--- src/rtl/bru_pkg.sv ---
// Shared types for the branch resolve unit: FSM states, FIFO entry layout and PC step.
package bru_pkg;

    localparam int unsigned PC_INC   = 4;
    localparam int unsigned DEF_PC_W = 32;

    typedef enum logic {
        RUN   = 1'b0,
        FLUSH = 1'b1
    } state_t;

    // Default-width entry layout; the top re-declares it at its own PC_W.
    typedef struct packed {
        logic [DEF_PC_W-1:0] pc;
        logic                taken;
        logic [DEF_PC_W-1:0] target;
    } entry_t;

endpackage

--- src/rtl/branch_resolve_unit_if.sv ---
// Prediction log, resolve, predictor update and redirect signals of the branch resolve unit.
interface branch_resolve_unit_if #(
    parameter int unsigned PC_W   = 32,
    parameter int unsigned ADDR_W = 8,
    parameter int unsigned CNT_W  = 16,
    parameter int unsigned DEPTH  = 4
);
    logic                     pred_valid;
    logic                     pred_ready;
    logic [PC_W-1:0]          pred_pc;
    logic                     pred_taken;
    logic [PC_W-1:0]          pred_target;
    logic                     res_valid;
    logic                     res_taken;
    logic [PC_W-1:0]          res_target;
    logic                     upd_valid;
    logic [ADDR_W-1:0]        upd_address;
    logic                     upd_taken;
    logic                     redirect_valid;
    logic [PC_W-1:0]          redirect_pc;
    logic [$clog2(DEPTH):0]   inflight;
    logic [CNT_W-1:0]         branch_cnt;
    logic [CNT_W-1:0]         mispredict_cnt;
    logic                     res_err;

    modport master (
        output pred_valid, pred_pc, pred_taken, pred_target,
        output res_valid, res_taken, res_target,
        input  pred_ready, upd_valid, upd_address, upd_taken,
        input  redirect_valid, redirect_pc, inflight,
        input  branch_cnt, mispredict_cnt, res_err
    );

    modport slave (
        input  pred_valid, pred_pc, pred_taken, pred_target,
        input  res_valid, res_taken, res_target,
        output pred_ready, upd_valid, upd_address, upd_taken,
        output redirect_valid, redirect_pc, inflight,
        output branch_cnt, mispredict_cnt, res_err
    );

endinterface

--- src/rtl/bru_fifo.sv ---
// In-order FIFO of predicted branches; flush empties it and wins over push/pop, no bypass.
module bru_fifo #(
    parameter int unsigned DEPTH   = 4,
    parameter type         entry_t = bru_pkg::entry_t
) (
    input  logic                   clk,
    input  logic                   rst_n,
    input  logic                   push,
    input  logic                   pop,
    input  logic                   flush,
    input  entry_t                 din,
    output entry_t                 head,
    output logic [$clog2(DEPTH):0] count,
    output logic                   full,
    output logic                   empty
);
    localparam int unsigned PW = $clog2(DEPTH);

    entry_t          mem [DEPTH];
    logic [PW-1:0]   wr_ptr;
    logic [PW-1:0]   rd_ptr;
    logic [PW:0]     cnt_q;
    logic            do_push;
    logic            do_pop;

    assign full    = (cnt_q == (PW+1)'(DEPTH));
    assign empty   = (cnt_q == '0);
    assign do_push = push && !full && !flush;
    assign do_pop  = pop && !empty && !flush;
    assign head    = mem[rd_ptr];
    assign count   = cnt_q;

    always_ff @(posedge clk) begin
        if (do_push) begin
            mem[wr_ptr] <= din;
        end
    end

    // DEPTH is a power of two, so pointers wrap by natural overflow.
    always_ff @(posedge clk or negedge rst_n) begin
        if (!rst_n) begin
            wr_ptr <= '0;
            rd_ptr <= '0;
            cnt_q  <= '0;
        end else if (flush) begin
            wr_ptr <= '0;
            rd_ptr <= '0;
            cnt_q  <= '0;
        end else begin
            if (do_push) begin
                wr_ptr <= wr_ptr + PW'(1);
            end
            if (do_pop) begin
                rd_ptr <= rd_ptr + PW'(1);
            end
            case ({do_push, do_pop})
                2'b10:   cnt_q <= cnt_q + (PW+1)'(1);
                2'b01:   cnt_q <= cnt_q - (PW+1)'(1);
                default: cnt_q <= cnt_q;
            endcase
        end
    end

endmodule

--- src/rtl/branch_resolve_unit.sv ---
// Resolves the oldest predicted branch, trains the predictor and redirects fetch on mispredict.
module branch_resolve_unit
    import bru_pkg::*;
#(
    parameter int unsigned DEPTH  = 4,
    parameter int unsigned PC_W   = 32,
    parameter int unsigned ADDR_W = 8,
    parameter int unsigned CNT_W  = 16
) (
    input  logic                  clk,
    input  logic                  rst_n,
    branch_resolve_unit_if.slave  bus
);
    typedef struct packed {
        logic [PC_W-1:0] pc;
        logic            taken;
        logic [PC_W-1:0] target;
    } bru_entry_t;

    state_t                 state_q;
    state_t                 state_d;
    bru_entry_t             din;
    bru_entry_t             head;
    logic [$clog2(DEPTH):0] count;
    logic                   full;
    logic                   empty;
    logic                   push_fire;
    logic                   resolve;
    logic                   mispredict;
    logic                   flush;
    logic [PC_W-1:0]        correct_pc;

    logic                   upd_valid_q;
    logic [ADDR_W-1:0]      upd_address_q;
    logic                   upd_taken_q;
    logic                   redirect_valid_q;
    logic [PC_W-1:0]        redirect_pc_q;
    logic [CNT_W-1:0]       branch_cnt_q;
    logic [CNT_W-1:0]       mispredict_cnt_q;
    logic                   res_err_q;

    assign bus.pred_ready = (state_q == RUN) && !full;
    assign push_fire      = bus.pred_valid && bus.pred_ready;
    assign resolve        = bus.res_valid && (state_q == RUN) && !empty;
    assign mispredict     = (head.taken != bus.res_taken) ||
                            (bus.res_taken && (head.target != bus.res_target));
    assign flush          = resolve && mispredict;
    assign correct_pc     = bus.res_taken ? bus.res_target : head.pc + PC_W'(PC_INC);

    assign din.pc     = bus.pred_pc;
    assign din.taken  = bus.pred_taken;
    assign din.target = bus.pred_target;

    // A mispredict flush also swallows the same-cycle (wrong-path) push inside the FIFO.
    bru_fifo #(
        .DEPTH   (DEPTH),
        .entry_t (bru_entry_t)
    ) u_fifo (
        .clk   (clk),
        .rst_n (rst_n),
        .push  (push_fire),
        .pop   (resolve),
        .flush (flush),
        .din   (din),
        .head  (head),
        .count (count),
        .full  (full),
        .empty (empty)
    );

    always_ff @(posedge clk or negedge rst_n) begin
        if (!rst_n) begin
            state_q <= RUN;
        end else begin
            state_q <= state_d;
        end
    end

    always_comb begin
        state_d = state_q;
        case (state_q)
            RUN:     if (flush) state_d = FLUSH;
            FLUSH:   state_d = RUN;
            default: state_d = RUN;
        endcase
    end

    always_ff @(posedge clk or negedge rst_n) begin
        if (!rst_n) begin
            upd_valid_q      <= 1'b0;
            upd_address_q    <= '0;
            upd_taken_q      <= 1'b0;
            redirect_valid_q <= 1'b0;
            redirect_pc_q    <= '0;
            branch_cnt_q     <= '0;
            mispredict_cnt_q <= '0;
            res_err_q        <= 1'b0;
        end else begin
            upd_valid_q      <= resolve;
            redirect_valid_q <= flush;
            if (resolve) begin
                upd_address_q <= head.pc[ADDR_W-1:0];
                upd_taken_q   <= bus.res_taken;
                if (branch_cnt_q != '1) begin
                    branch_cnt_q <= branch_cnt_q + CNT_W'(1);
                end
            end
            if (flush) begin
                redirect_pc_q <= correct_pc;
                if (mispredict_cnt_q != '1) begin
                    mispredict_cnt_q <= mispredict_cnt_q + CNT_W'(1);
                end
            end
            if (bus.res_valid && (state_q == RUN) && empty) begin
                res_err_q <= 1'b1;
            end
        end
    end

    assign bus.upd_valid      = upd_valid_q;
    assign bus.upd_address    = upd_address_q;
    assign bus.upd_taken      = upd_taken_q;
    assign bus.redirect_valid = redirect_valid_q;
    assign bus.redirect_pc    = redirect_pc_q;
    assign bus.inflight       = count;
    assign bus.branch_cnt     = branch_cnt_q;
    assign bus.mispredict_cnt = mispredict_cnt_q;
    assign bus.res_err        = res_err_q;

endmodule

--- src/flat_wrapper.sv ---
// flat-port wrapper written by rule: the top's interface ports become plain ports
module branch_resolve_unit_flat import bru_pkg::*;
#(
    parameter int unsigned DEPTH  = 4,
    parameter int unsigned PC_W   = 32,
    parameter int unsigned ADDR_W = 8,
    parameter int unsigned CNT_W  = 16
)
  (clk, rst_n, bus_pred_valid, bus_pred_pc, bus_pred_taken, bus_pred_target, bus_res_valid, bus_res_taken, bus_res_target, bus_pred_ready, bus_upd_valid, bus_upd_address, bus_upd_taken, bus_redirect_valid, bus_redirect_pc, bus_inflight, bus_branch_cnt, bus_mispredict_cnt, bus_res_err);
  branch_resolve_unit_if #(.PC_W(PC_W), .ADDR_W(ADDR_W), .CNT_W(CNT_W), .DEPTH(DEPTH)) bus_i ();
  input  logic clk;
  input  logic rst_n;
  input wire logic [$bits(bus_i.pred_valid)-1:0] bus_pred_valid;
  input wire logic [$bits(bus_i.pred_pc)-1:0] bus_pred_pc;
  input wire logic [$bits(bus_i.pred_taken)-1:0] bus_pred_taken;
  input wire logic [$bits(bus_i.pred_target)-1:0] bus_pred_target;
  input wire logic [$bits(bus_i.res_valid)-1:0] bus_res_valid;
  input wire logic [$bits(bus_i.res_taken)-1:0] bus_res_taken;
  input wire logic [$bits(bus_i.res_target)-1:0] bus_res_target;
  output wire logic [$bits(bus_i.pred_ready)-1:0] bus_pred_ready;
  output wire logic [$bits(bus_i.upd_valid)-1:0] bus_upd_valid;
  output wire logic [$bits(bus_i.upd_address)-1:0] bus_upd_address;
  output wire logic [$bits(bus_i.upd_taken)-1:0] bus_upd_taken;
  output wire logic [$bits(bus_i.redirect_valid)-1:0] bus_redirect_valid;
  output wire logic [$bits(bus_i.redirect_pc)-1:0] bus_redirect_pc;
  output wire logic [$bits(bus_i.inflight)-1:0] bus_inflight;
  output wire logic [$bits(bus_i.branch_cnt)-1:0] bus_branch_cnt;
  output wire logic [$bits(bus_i.mispredict_cnt)-1:0] bus_mispredict_cnt;
  output wire logic [$bits(bus_i.res_err)-1:0] bus_res_err;
  assign bus_i.pred_valid = bus_pred_valid;
  assign bus_i.pred_pc = bus_pred_pc;
  assign bus_i.pred_taken = bus_pred_taken;
  assign bus_i.pred_target = bus_pred_target;
  assign bus_i.res_valid = bus_res_valid;
  assign bus_i.res_taken = bus_res_taken;
  assign bus_i.res_target = bus_res_target;
  assign bus_pred_ready = bus_i.pred_ready;
  assign bus_upd_valid = bus_i.upd_valid;
  assign bus_upd_address = bus_i.upd_address;
  assign bus_upd_taken = bus_i.upd_taken;
  assign bus_redirect_valid = bus_i.redirect_valid;
  assign bus_redirect_pc = bus_i.redirect_pc;
  assign bus_inflight = bus_i.inflight;
  assign bus_branch_cnt = bus_i.branch_cnt;
  assign bus_mispredict_cnt = bus_i.mispredict_cnt;
  assign bus_res_err = bus_i.res_err;
  branch_resolve_unit #(.DEPTH(DEPTH), .PC_W(PC_W), .ADDR_W(ADDR_W), .CNT_W(CNT_W)) u_core (.clk(clk), .rst_n(rst_n), .bus(bus_i));
endmodule
--- config.mk ---
export PLATFORM = sky130hd
export DESIGN_NAME = branch_resolve_unit_flat
export DESIGN_NICKNAME = d
export VERILOG_FILES = /design/src/rtl/bru_pkg.sv /design/src/rtl/branch_resolve_unit_if.sv /design/src/rtl/bru_fifo.sv /design/src/rtl/branch_resolve_unit.sv /design/src/flat_wrapper.sv
export SDC_FILE = /design/constraint.sdc
export NUM_CORES = 1
export LEC_CHECK = 0
export ABC_AREA = 1
export CAP_MARGIN = 20
export CORE_MARGIN = 8
export CORE_UTILIZATION = 65
export DETAILED_ROUTE_END_ITERATION = 10
export DONT_BUFFER_PORTS = 1
export GPL_ROUTABILITY_DRIVEN = 0
export PLACE_DENSITY = 0.81
export SLEW_MARGIN = 20
export SYNTH_ARGS = -nofsm -noshare
export SYNTH_HDL_FRONTEND = slang
export SYNTH_HIERARCHICAL = 1
export SYNTH_SLANG_ARGS = --single-unit
--- constraint.sdc ---
create_clock -name clk -period 15.9 [get_ports clk]
set_input_delay 3.18 -clock clk [delete_from_list [all_inputs] [get_ports clk]]
set_output_delay 3.18 -clock clk [all_outputs]
set_load 0.02 [all_outputs]
# == Yosys cells after proc, flatten, opt, wreduce, memory -nomap -nowiden ==
# Memories as Yosys holds them, arrays and structs flattened.
# Cells that the tools add are included.
# word_totals
ff_bits,84
ram_bits,260
elab_cells,60
memories,1
# op_classes
addsub,7
eq_ne,7
n_mux,11
n_bitwise,1
reduce_logical,21
# mem_list
name,words,width,read_ports,rd_clocked_by_memory_dff,write_ports,line,text
u_core.u_fifo.mem,4,65,1,0,1,bru_fifo.sv:19,entry_t mem [DEPTH];
# op_table
op,count
"adder 16 x 1 -> 16 bit, second input constant",2
"adder 32 x 3 -> 32 bit, second input constant",1
2-to-1 mux 32 bit,1
"!= test 16 bit, second input constant",2
!= test 32 bit,1
logical AND 1 bit,11
2-to-1 mux 2 bit,4
case mux 3 bit (2 select lines),1
"adder 2 x 1 -> 2 bit, second input constant",2
AND reduction 2 bit,2
nonzero test 2 bit,2
"adder 3 x 1 -> 3 bit, second input constant",1
"== test 3 bit, second input constant",1
zero test 1 bit,3
zero test 3 bit,1
2-to-1 mux 1 bit,3
2-to-1 mux 3 bit,1
nonzero test 3 bit,1
"subtractor 3 x 1 -> 3 bit, second input constant",1
"== test 2 x 1 -> 1 bit, second input constant",1
"== test 2 bit, second input constant",1
case mux 1 bit (2 select lines),1
logical OR 1 bit,1
!= test 1 bit,1
inverter 1 bit,1

# == Depth between registers and ports, before layout ==
# Gate-level depths: netlist of the first run.
# An unclocked memory read counts as a cell.
# depth
depth_word,10
depth_mapped,27
depth_no_buf,24

# == Cells and area by module ==
# Netlist of the first run, hierarchy kept.
# modules_own_cells
mod,instances,cells_per_inst,area_each_um2,seq_area_each_um2
bru_fifo,1,694,10655.2,7982.7
branch_resolve_unit,1,740,5144.9,1926.8

# == Worst setup path before layout of the first run ==
# OpenSTA, ideal clock, no wires.
# synth_timing
path_type,in2reg
from,input bus_res_target[6]
to,"memory u_core/u_fifo/mem[0][0] (netlist bit), enable pin"
setup_time_ps,489
t_arrival_ps,6974
required_time_ps,15411
path_slack_ps,8437
stages,14
n_path_buf,0
path_cell_list,inv_1 nand2_1 nand2_1 nor2_1 nand2_1 nor2_1 nand2_1 nor2_2 nand2_2 nand2_4 inv_1 inv_2 nand3_4 nor2_1
# synth_between
elab_chain_cells,8
# synth_rtl
item,line,text
"start, declared",flat_wrapper.sv:19,input wire logic [$bits(bus_i.res_target)-1:0] bus_res_target;
!= test 32 bit,branch_resolve_unit.sv:46,(bus.res_taken && (head.target != bus.res_target));
logical AND 1 bit,branch_resolve_unit.sv:46,
logical OR 1 bit,branch_resolve_unit.sv:45,assign mispredict = (head.taken != bus.res_taken) ||
logical AND 1 bit,branch_resolve_unit.sv:47,assign flush = resolve && mispredict;
net u_core.flush,branch_resolve_unit.sv:30,logic flush;
zero test 1 bit,bru_fifo.sv:28,assign do_push = push && !full && !flush;
logical AND 1 bit,bru_fifo.sv:28,
2-to-1 mux 1 bit,bru_fifo.sv:34,if (do_push) begin
2-to-1 mux 1 bit (not written as such),bru_fifo.sv:35,mem[wr_ptr] <= din;
"end, declared",bru_fifo.sv:19,
# The timed path passes the listed nets, and every way through them passes these cells.

==> metrics list, run 1 <==
- Run status: finished, final reports clean
* Share of flip-flops with an asynchronous set or reset: 24.42%
* Commonest cells after routing, fill and taps aside: 298 x sky130_fd_sc_hd__nand2_1, 260 x sky130_fd_sc_hd__edfxtp_1, 179 x sky130_fd_sc_hd__nor2_1, 119 x sky130_fd_sc_hd__o21ai_0, 82 x sky130_fd_sc_hd__dfrtp_1
- EDFF count, synth: 260
* Count of cells resized by post-cts repair: 0
- A synthesized cell averages 11.02 um2.
- PnR worst setup slack: 9.360 ns
* Maximum operating frequency: around 150 MHz
- Post-detailed-placement half-perimeter wirelength: 24.90 mm
- Clock net sink count: 344
* Initial core utilization: 65.55%
* Static Leak: around 0.0064 uW
- Measured against its own limit, the worst slew margin works out to 27.82%.
* Worst endpoint required time: 16.03 ns
- The share of total power dissipated in sequential elements is between 40% and 50%.
- Postcts setup bufs: 0
* TritonCTS clock tree: done
* Portion of the post-synthesis area used by sequential elements: 62.72%
- Number of detailed-route iterations in the first pass: 7
- After layout, the minimum clock period comes to 6.540 ns.
- The first global-routing pass estimated 58.97 mm of wire.
- Highest fanout seen on the critical path: 88
* Area of the placeable core: about 24000 um2
* Switching share of power: between 30% and 40%
- Summing over every cut layer, the via total after detailed routing is between 10000 and 15000.
- # nets final: approximately 1500
* Port Buffer Count: 0
- Global-route congestion overflow total: 0
- After detailed routing, the number of remaining DRC violations is 0.
- The startpoint identified for the worst hold timing path is u_core/u_fifo/wr_ptr[0]$_DFFE_PN0P_.
- Worst-path clk slew: 0.06 ns
- Post-Syn Instances: 1434
* Delay of the slowest cell on the worst path: between 0.8 and 0.9 ns
- DRT iter0 DRCs: around 1300
* Per-cell via count in the routed design: 6.098
- The initialized floorplan defines 57 standard-cell rows.
* Average routed wire per standard cell: 22.02 um
- In this run the power density over the cells is 188.1 nW/um2.
- The final critical path takes up between 40% and 50% of the cycle.
- During synthesis, Yosys emitted a total of 6 warnings.
- The via count of the first global-routing pass was ~11000.
- The setup path with the least slack is of type reg2reg.
* Type of element capturing the critical path: flop
- The min-delay analysis places its worst path in the category reg2reg.
- Boundary Pins: 182
- Hold buffer count at cts: 0
* Final sum of negative setup slack: 0 ns
- OpenSTA, run right after detailed placement, puts the worst setup slack at 9.064 ns.
* Maximum number of pins on one net before global-route repair: around 90
- Ant. Diodes: 0
* Area growth, synth to finish: 8.006%
* Max-slew violations: 0
- Kind of start point of the critical path: flop
- The number of antenna violations at the first check in global routing is 1.
- Number of clock buffers inserted by TritonCTS: 36
- In this run, distinct cell masters in the synthesized netlist total 43.
* Number of nets with antenna violations after detailed routing: 0
- The floorplan step set the die width to 171.9 um.
- Commonest register cell after synthesis: sky130_fd_sc_hd__edfxtp_1
* VDD IR max: 0.1160 mV
* Library cell used as clock root buffer: sky130_fd_sc_hd__clkbuf_16
- No sink is reached through more buffers than the 3 on the longest clock path.
- The library cell used most frequently in the layout, excluding fill and tap cells, is sky130_fd_sc_hd__nand2_1.
* Synthesized flop and latch total: 344
- The die covers 29550 um2.
* Combinational Power Share: roughly a third
* Net count of the mapped netlist: 1544
* Global-route usage over all layers: a little over a quarter
- Sw power: 1264 uW
* Beginning of the worst register-to-register path: u_core/u_fifo/rd_ptr[0]$_DFFE_PN0P_
* Setup repair after global routing missed its margin: no
- Crit. Startpoint: u_core/u_fifo/rd_ptr[0]$_DFFE_PN0P_
- The clock reaches the later pin of the worst-skew pair after 0.52 ns.
* Ordered list of cells on the worst path: inv_6, buf_4, o21ai_0, o22ai_2, nand2_1, nor2_1, nand3_1, nor2_1, nand2_1, nor2_2, nand2_2, nand2_4, inv_1, inv_2, nand3_4, nor2_4, buf_4
* Height of the chip: about 170 um
- Setup violations remaining at the end of the flow were counted as 0.
- CTS built an H-tree with a depth of 2.
- Max-cap violations: 0
* Transition time at the pin with the least slew margin: 1.083 ns
- The final-report hold violation count was 0.
- Clock tree skew after final layout: 0.02064 ns
* Max stage delay cell, worst path: sky130_fd_sc_hd__buf_4
- Cell-internal power: approximately 2000 uW
- The share of total power dissipated in the clock network is 25.5%.
* Final wirelength: 39.02 mm
- At the worst endpoint, the arrival time is 6.67 ns.
- Synthesized cell area: 15800 um2
- Share of cells above drive strength 1: 12.15%
synth_stat cells, types with 12 or more instances:
cell / count / area [um2]
sky130_fd_sc_hd__o21ai_1: 45 / 225.2
sky130_fd_sc_hd__inv_1: 78 / 292.8
sky130_fd_sc_hd__nand4_1: 29 / 181.4
sky130_fd_sc_hd__xnor2_1: 24 / 210.2
sky130_fd_sc_hd__nor3_1: 12 / 60.06
sky130_fd_sc_hd__o21ai_0: 119 / 595.6
sky130_fd_sc_hd__o22ai_1: 29 / 181.4
sky130_fd_sc_hd__xor2_1: 28 / 245.2
sky130_fd_sc_hd__nand2_1: 298 / 1119
sky130_fd_sc_hd__dfrtp_1: 84 / 2102
sky130_fd_sc_hd__clkbuf_1: 25 / 93.84
sky130_fd_sc_hd__nand3_1: 36 / 180.2
sky130_fd_sc_hd__nor2_1: 183 / 686.9
sky130_fd_sc_hd__o22ai_2: 36 / 450.4
sky130_fd_sc_hd__edfxtp_1: 260 / 7807
sky130_fd_sc_hd__nor2_4: 38 / 427.9
sky130_fd_sc_hd__buf_2: 18 / 90.09
cell type report:
class / count / area, um2
well taps: 324 / 405.4
clock buffers: 50 / 1015
multi-input cells: 947 / 5210
clock inverters: 16 / 143.9
fillers: 1669 / 7041
inverters: 83 / 316.6
repair buffers: 8 / 60.06
flip-flops and latches: 344 / 9915
routing by layer:
| layer | GRT usage (%) | vias up | routed length (um) |
|---|---|---|---|
| met5 | 0 | - | 16 |
| met4 | 11.36 | 2 | 1503 |
| met3 | 8.721 | 112 | 4642 |
| met2 | 42.90 | 600 | 18720 |
| met1 | 31.37 | 5185 | 14140 |
| li1 | - | 4906 | - |
power by group through the flow:
stage          sequential, uW  clock, uW  combinational (uW)
6_report                 1380        818                1010
5_1_grt                  1400        859                1110
4_1_cts                  1380        824                 998
3_5_place_dp             1400          0                 989
2_1_floorplan            1340          0                 792
3_3_place_gp             1390          0                 958
cell families (layout without fill, tap and decap cells):
group	Yosys count	after routing	share of synthesized area, %
mux	10	10	0.6414
fa+ha+maj	8	8	0.6810
xor+xnor	52	52	2.883
flops	344	344	62.72
buf+inv	143	157	4.498
simple gates	630	630	18.56
compound gates	247	247	10.02
worst max-delay path, delay by kind of cell (launching register included):
kind	cells	cell delay (ns)
AO/OA/AOI/OAI	2	0.47
buffers and inverters	5	2.84
flip-flops	1	0.71
AND/OR/NAND/NOR	10	1.97
metrics by stage:
stage	util [%]	instances	total power, uW	hold WS [ns]	area [um2]
final	70.79	1772	3210	0.5752	17070
after global routing	70.79	1772	3373	0.6144	17070
after CTS	70.79	1772	3205	0.5670	17070
after detailed placement	65.99	1706	2388	0.5592	15910
after global placement	65.99	1706	2351	0.5516	15910
after floorplan	-	1434	2132	0.4971	15800
registers in the layout (all words and copies together), names as in the netlist, 2 cells and up:
name	cells
u_core/u_fifo/mem	260
u_core/bus.redirect_pc	32
u_core/bus.branch_cnt	16
u_core/bus.mispredict_cnt	16
u_core/bus.upd_address	8
u_core/u_fifo/count	3
u_core/u_fifo/rd_ptr	2
u_core/u_fifo/wr_ptr	2
final timing paths:
kind,end,slack (ns),cells after the start
worst max-delay path,u_core/u_fifo/mem[1][43]$_DFFE_PP_,9.36,17
worst min-delay path,u_core/u_fifo/wr_ptr[0]$_DFFE_PN0P_,0.58,1
worst max register to register,u_core/u_fifo/mem[1][43]$_DFFE_PP_,9.36,17
worst min register to register,u_core/u_fifo/wr_ptr[0]$_DFFE_PN0P_,0.58,1
max in group asynchronous,u_core/bus.redirect_pc[1]$_DFFE_PN0P_,13.40,0
min in group asynchronous,u_core/bus.mispredict_cnt[13]$_DFFE_PN0P_,2.36,0
Note: power is estimated with default switching activity, not from simulation.
==> run 2: changes to the inputs <==
CORE_UTILIZATION = 58   (was 65)
PLACE_DENSITY = 0.76   (was 0.81)
clock period = 5.6 ns   (was 15.9 ns; I/O delays follow)
==> metrics list, run 2 (synthesis gave the netlist of run 1 again) <==
* Area growth, synth to finish: 8.719%
* Max stage delay cell, worst path: sky130_fd_sc_hd__buf_4
* Area of the placeable core: 26880 um2 (+11%)
- First-pass GRT wire length: 58.42 mm (-0.94%)
- The routed wire length per instance was 21.18 um (-3.8%).
- Max-cap violations: 0 (unchanged)
- The number of core rows came to 60 (+5.3%).
* Endpoints failing hold: 0 (unchanged)
* Clock tree skew after final layout: 0.01059 ns (-0.01005 ns)
- The final number of max-transition violations came to 0 (unchanged).
* Per-cell via count in the routed design: 5.834 (-4.3%)
* Post-Place Setup Slack: 1.313 ns (-7.751 ns)
* Number of detailed-route iterations in the first pass: 7 (unchanged)
- Hold buffer count at cts: 0 (unchanged)
- The final standard cell utilization of the core is 63.92% (-6.9 points).
* VDD IR max: 0.3405 mV (+190%)
- Height of the chip: 181.1 um (+5.3%)
* Worst-path clk slew: 0.06 ns (about the same)
- Global-route congestion overflow total: 0 (unchanged)
- Clock net sink count: 344 (unchanged)
- The share of final-layout standard cells stronger than drive strength 1 was 12.57% (+0.41 points).
- Number of flip-flops under the largest register name: 260 (unchanged)
- Final wirelength: 38.05 mm (-2.5%)
- The CTS H-tree depth is 2 (unchanged).
- Kind of start point of the critical path: flop
- The clock buffer count from CTS was 36 (unchanged).
* Static Leak: 0.006500 uW (+0.81%)
- The total negative slack was 0 ns (unchanged).
- Commonest cells after routing, fill and taps aside: 298 x sky130_fd_sc_hd__nand2_1, 260 x sky130_fd_sc_hd__edfxtp_1, 179 x sky130_fd_sc_hd__nor2_1, 119 x sky130_fd_sc_hd__o21ai_0, 82 x sky130_fd_sc_hd__dfrtp_1
* Worst-Skew Late Latency: 0.52 ns (about the same)
* Highest fanout seen on the critical path: 95 (+8.0%)
- DRT iter0 DRCs: 858 (-32%)
- Number of nets with antenna violations after detailed routing: 0 (unchanged)
* Run status: finished, final reports clean
- The number of antenna cells inserted came to 0 (unchanged).
- Class of the tightest hold or removal check: in2async
* Vias in the first global route: 10197 (-3.4%)
- TritonCTS clock tree: done
- The setup fix buffers added after clock tree synthesis was 0 (unchanged).
* Die span in x: 181.1 um (+5.3%)
- Count of cells resized by post-cts repair: 0 (unchanged)
* Post-route cell area: 17180 um2 (+0.66%)
- The die outline area came to 32780 um2 (+11%).
- The global routing usage summed across all routing layers came to 22.91% (-3.3 points).
- Setup repair after global routing missed its margin: no
* DRC errors left: 0 (unchanged)
- Number of antenna violations at the first check in global routing: 1 (unchanged)
* Transition time at the pin with the least slew margin: 0.9478 ns (-0.1349 ns)
- PnR worst setup slack: 1.265 ns (-8.095 ns)
- Share of the cycle needed by the critical path after routing: 77.41% (+36 points)
- Number of cells after detailed placement: 1731 (+1.5%)
- Remaining max-slew budget at the tightest pin: 36.81% (+9.0 points)
- The cell area reported after detailed placement is 16010 um2 (+0.67%).
- # nets final: 1538 (+0.52%)
- Library cell used as clock root buffer: sky130_fd_sc_hd__clkbuf_16
- The quantity of I/O buffers inserted on ports was 0 (unchanged).
* Number of vias in the routed layout: 10483 (-3.0%)
- Biggest register: u_core/u_fifo/mem
- Setup slack of the worst register-to-register path: 1.27 ns (-8.09 ns)
- Worst endpoint required time: 5.75 ns (-10.28 ns)
- Areal power density over the cells: 528.3 nW/um2 (+180%)
- Class of the most critical setup path: reg2reg
- Deepest clock path buffer count: 3 (unchanged)
- Maximum number of pins on one net before global-route repair: 96 (+7.9%)
* Type of element capturing the critical path: flop
- The final count of negative-setup-slack endpoints is 0 (unchanged).
* Post-detailed-placement half-perimeter wirelength: 25.37 mm (+1.9%)
* Ordered list of cells on the worst path: buf_4, o21ai_0, o22ai_2, nand2_1, nor2_1, nand3_1, nor2_1, nand2_1, nor2_2, nand2_2, nand2_4, inv_1, inv_2, nand3_4, nor2_4, buf_4
- The delay of the slowest cell on the worst path was 0.72 ns (-0.11 ns).
* Post-layout minimum cycle time: 4.335 ns (-2.205 ns)
- Initial core utilization: 58.79% (-6.8 points)
- The number of standard cells in the final layout excluding fillers was 1797 (+1.4%).
* Endpoint arrival time on the critical path: 4.48 ns (-2.19 ns)
* Maximum operating frequency: 230.7 MHz (+51%)
- Leaving out fill and tap cells, the most frequent cell in the layout is sky130_fd_sc_hd__nand2_1.
* Boundary Pins: 182 (unchanged)
run 2: cell types whose count changed in the layout (fill, tap and decap cells not counted), sizes merged:
cell / before / now
clkinvlp: 2 / 0
buf: 8 / 16
clkbuf: 50 / 53
clkinv: 9 / 8
run 2: cell type report:
class	count	area [um2]
well taps	341	426.7
repair buffers	16	145.1
flip-flops and latches	344	9915
clock buffers	53	1036
clock inverters	13	128.9
fillers	2028	9698
multi-input cells	947	5210
inverters	83	316.6
run 2: final timing paths:
path | from | to | depth (start not counted)
max | u_core/u_fifo/rd_ptr[0]$_DFFE_PN0P_ | u_core/u_fifo/mem[3][7]$_DFFE_PP_ | 16
min | rst_n | u_core/bus.mispredict_cnt[7]$_DFFE_PN0P_ | 0
max reg2reg | u_core/u_fifo/rd_ptr[0]$_DFFE_PN0P_ | u_core/u_fifo/mem[3][7]$_DFFE_PP_ | 16
min reg2reg | u_core/u_fifo/wr_ptr[0]$_DFFE_PN0P_ | u_core/u_fifo/wr_ptr[0]$_DFFE_PN0P_ | 1
max in group asynchronous | rst_n | u_core/bus.upd_address[7]$_DFFE_PN0P_ | 0
min in group clk | u_core/u_fifo/wr_ptr[0]$_DFFE_PN0P_ | u_core/u_fifo/wr_ptr[0]$_DFFE_PN0P_ | 1
run 2: worst max-delay path: cells and delay by family (launching register included):
kind,cells,cell delay [ns]
buffers and inverters,4,1.47
flip-flops,1,0.44
AND/OR/NAND/NOR,10,1.46
AO/OA/AOI/OAI,2,0.50
run 2: power by group:
part           internal [uW]  switching, uW  total, uW
Sequential              3310            530       3840
Clock                   1380            954       2340
Combinational            874           2030       2900
run 2: metrics by stage:
stage                     hold slack (ns)  total power, uW
after floorplan                    0.4971             6054
after global placement             0.5379             6671
after detailed placement           0.5554             6755
after CTS                          0.2811             9096
after global routing               0.2758             9554
final                              0.2962             9076
run 2: layer usage:
| layer | share of wire [%] | wire length, um | GRT usage [%] | vias up |
|---|---|---|---|---|
| li1 | - | - | - | 4927 |
| met1 | 38 | 14550 | 27.10 | 5078 |
| met2 | 48 | 18140 | 37.99 | 414 |
| met3 | 11 | 4249 | 8.806 | 64 |
| met4 | 2.9 | 1117 | 7.773 | 0 |
| met5 | 0 | 0 | 0 | - |
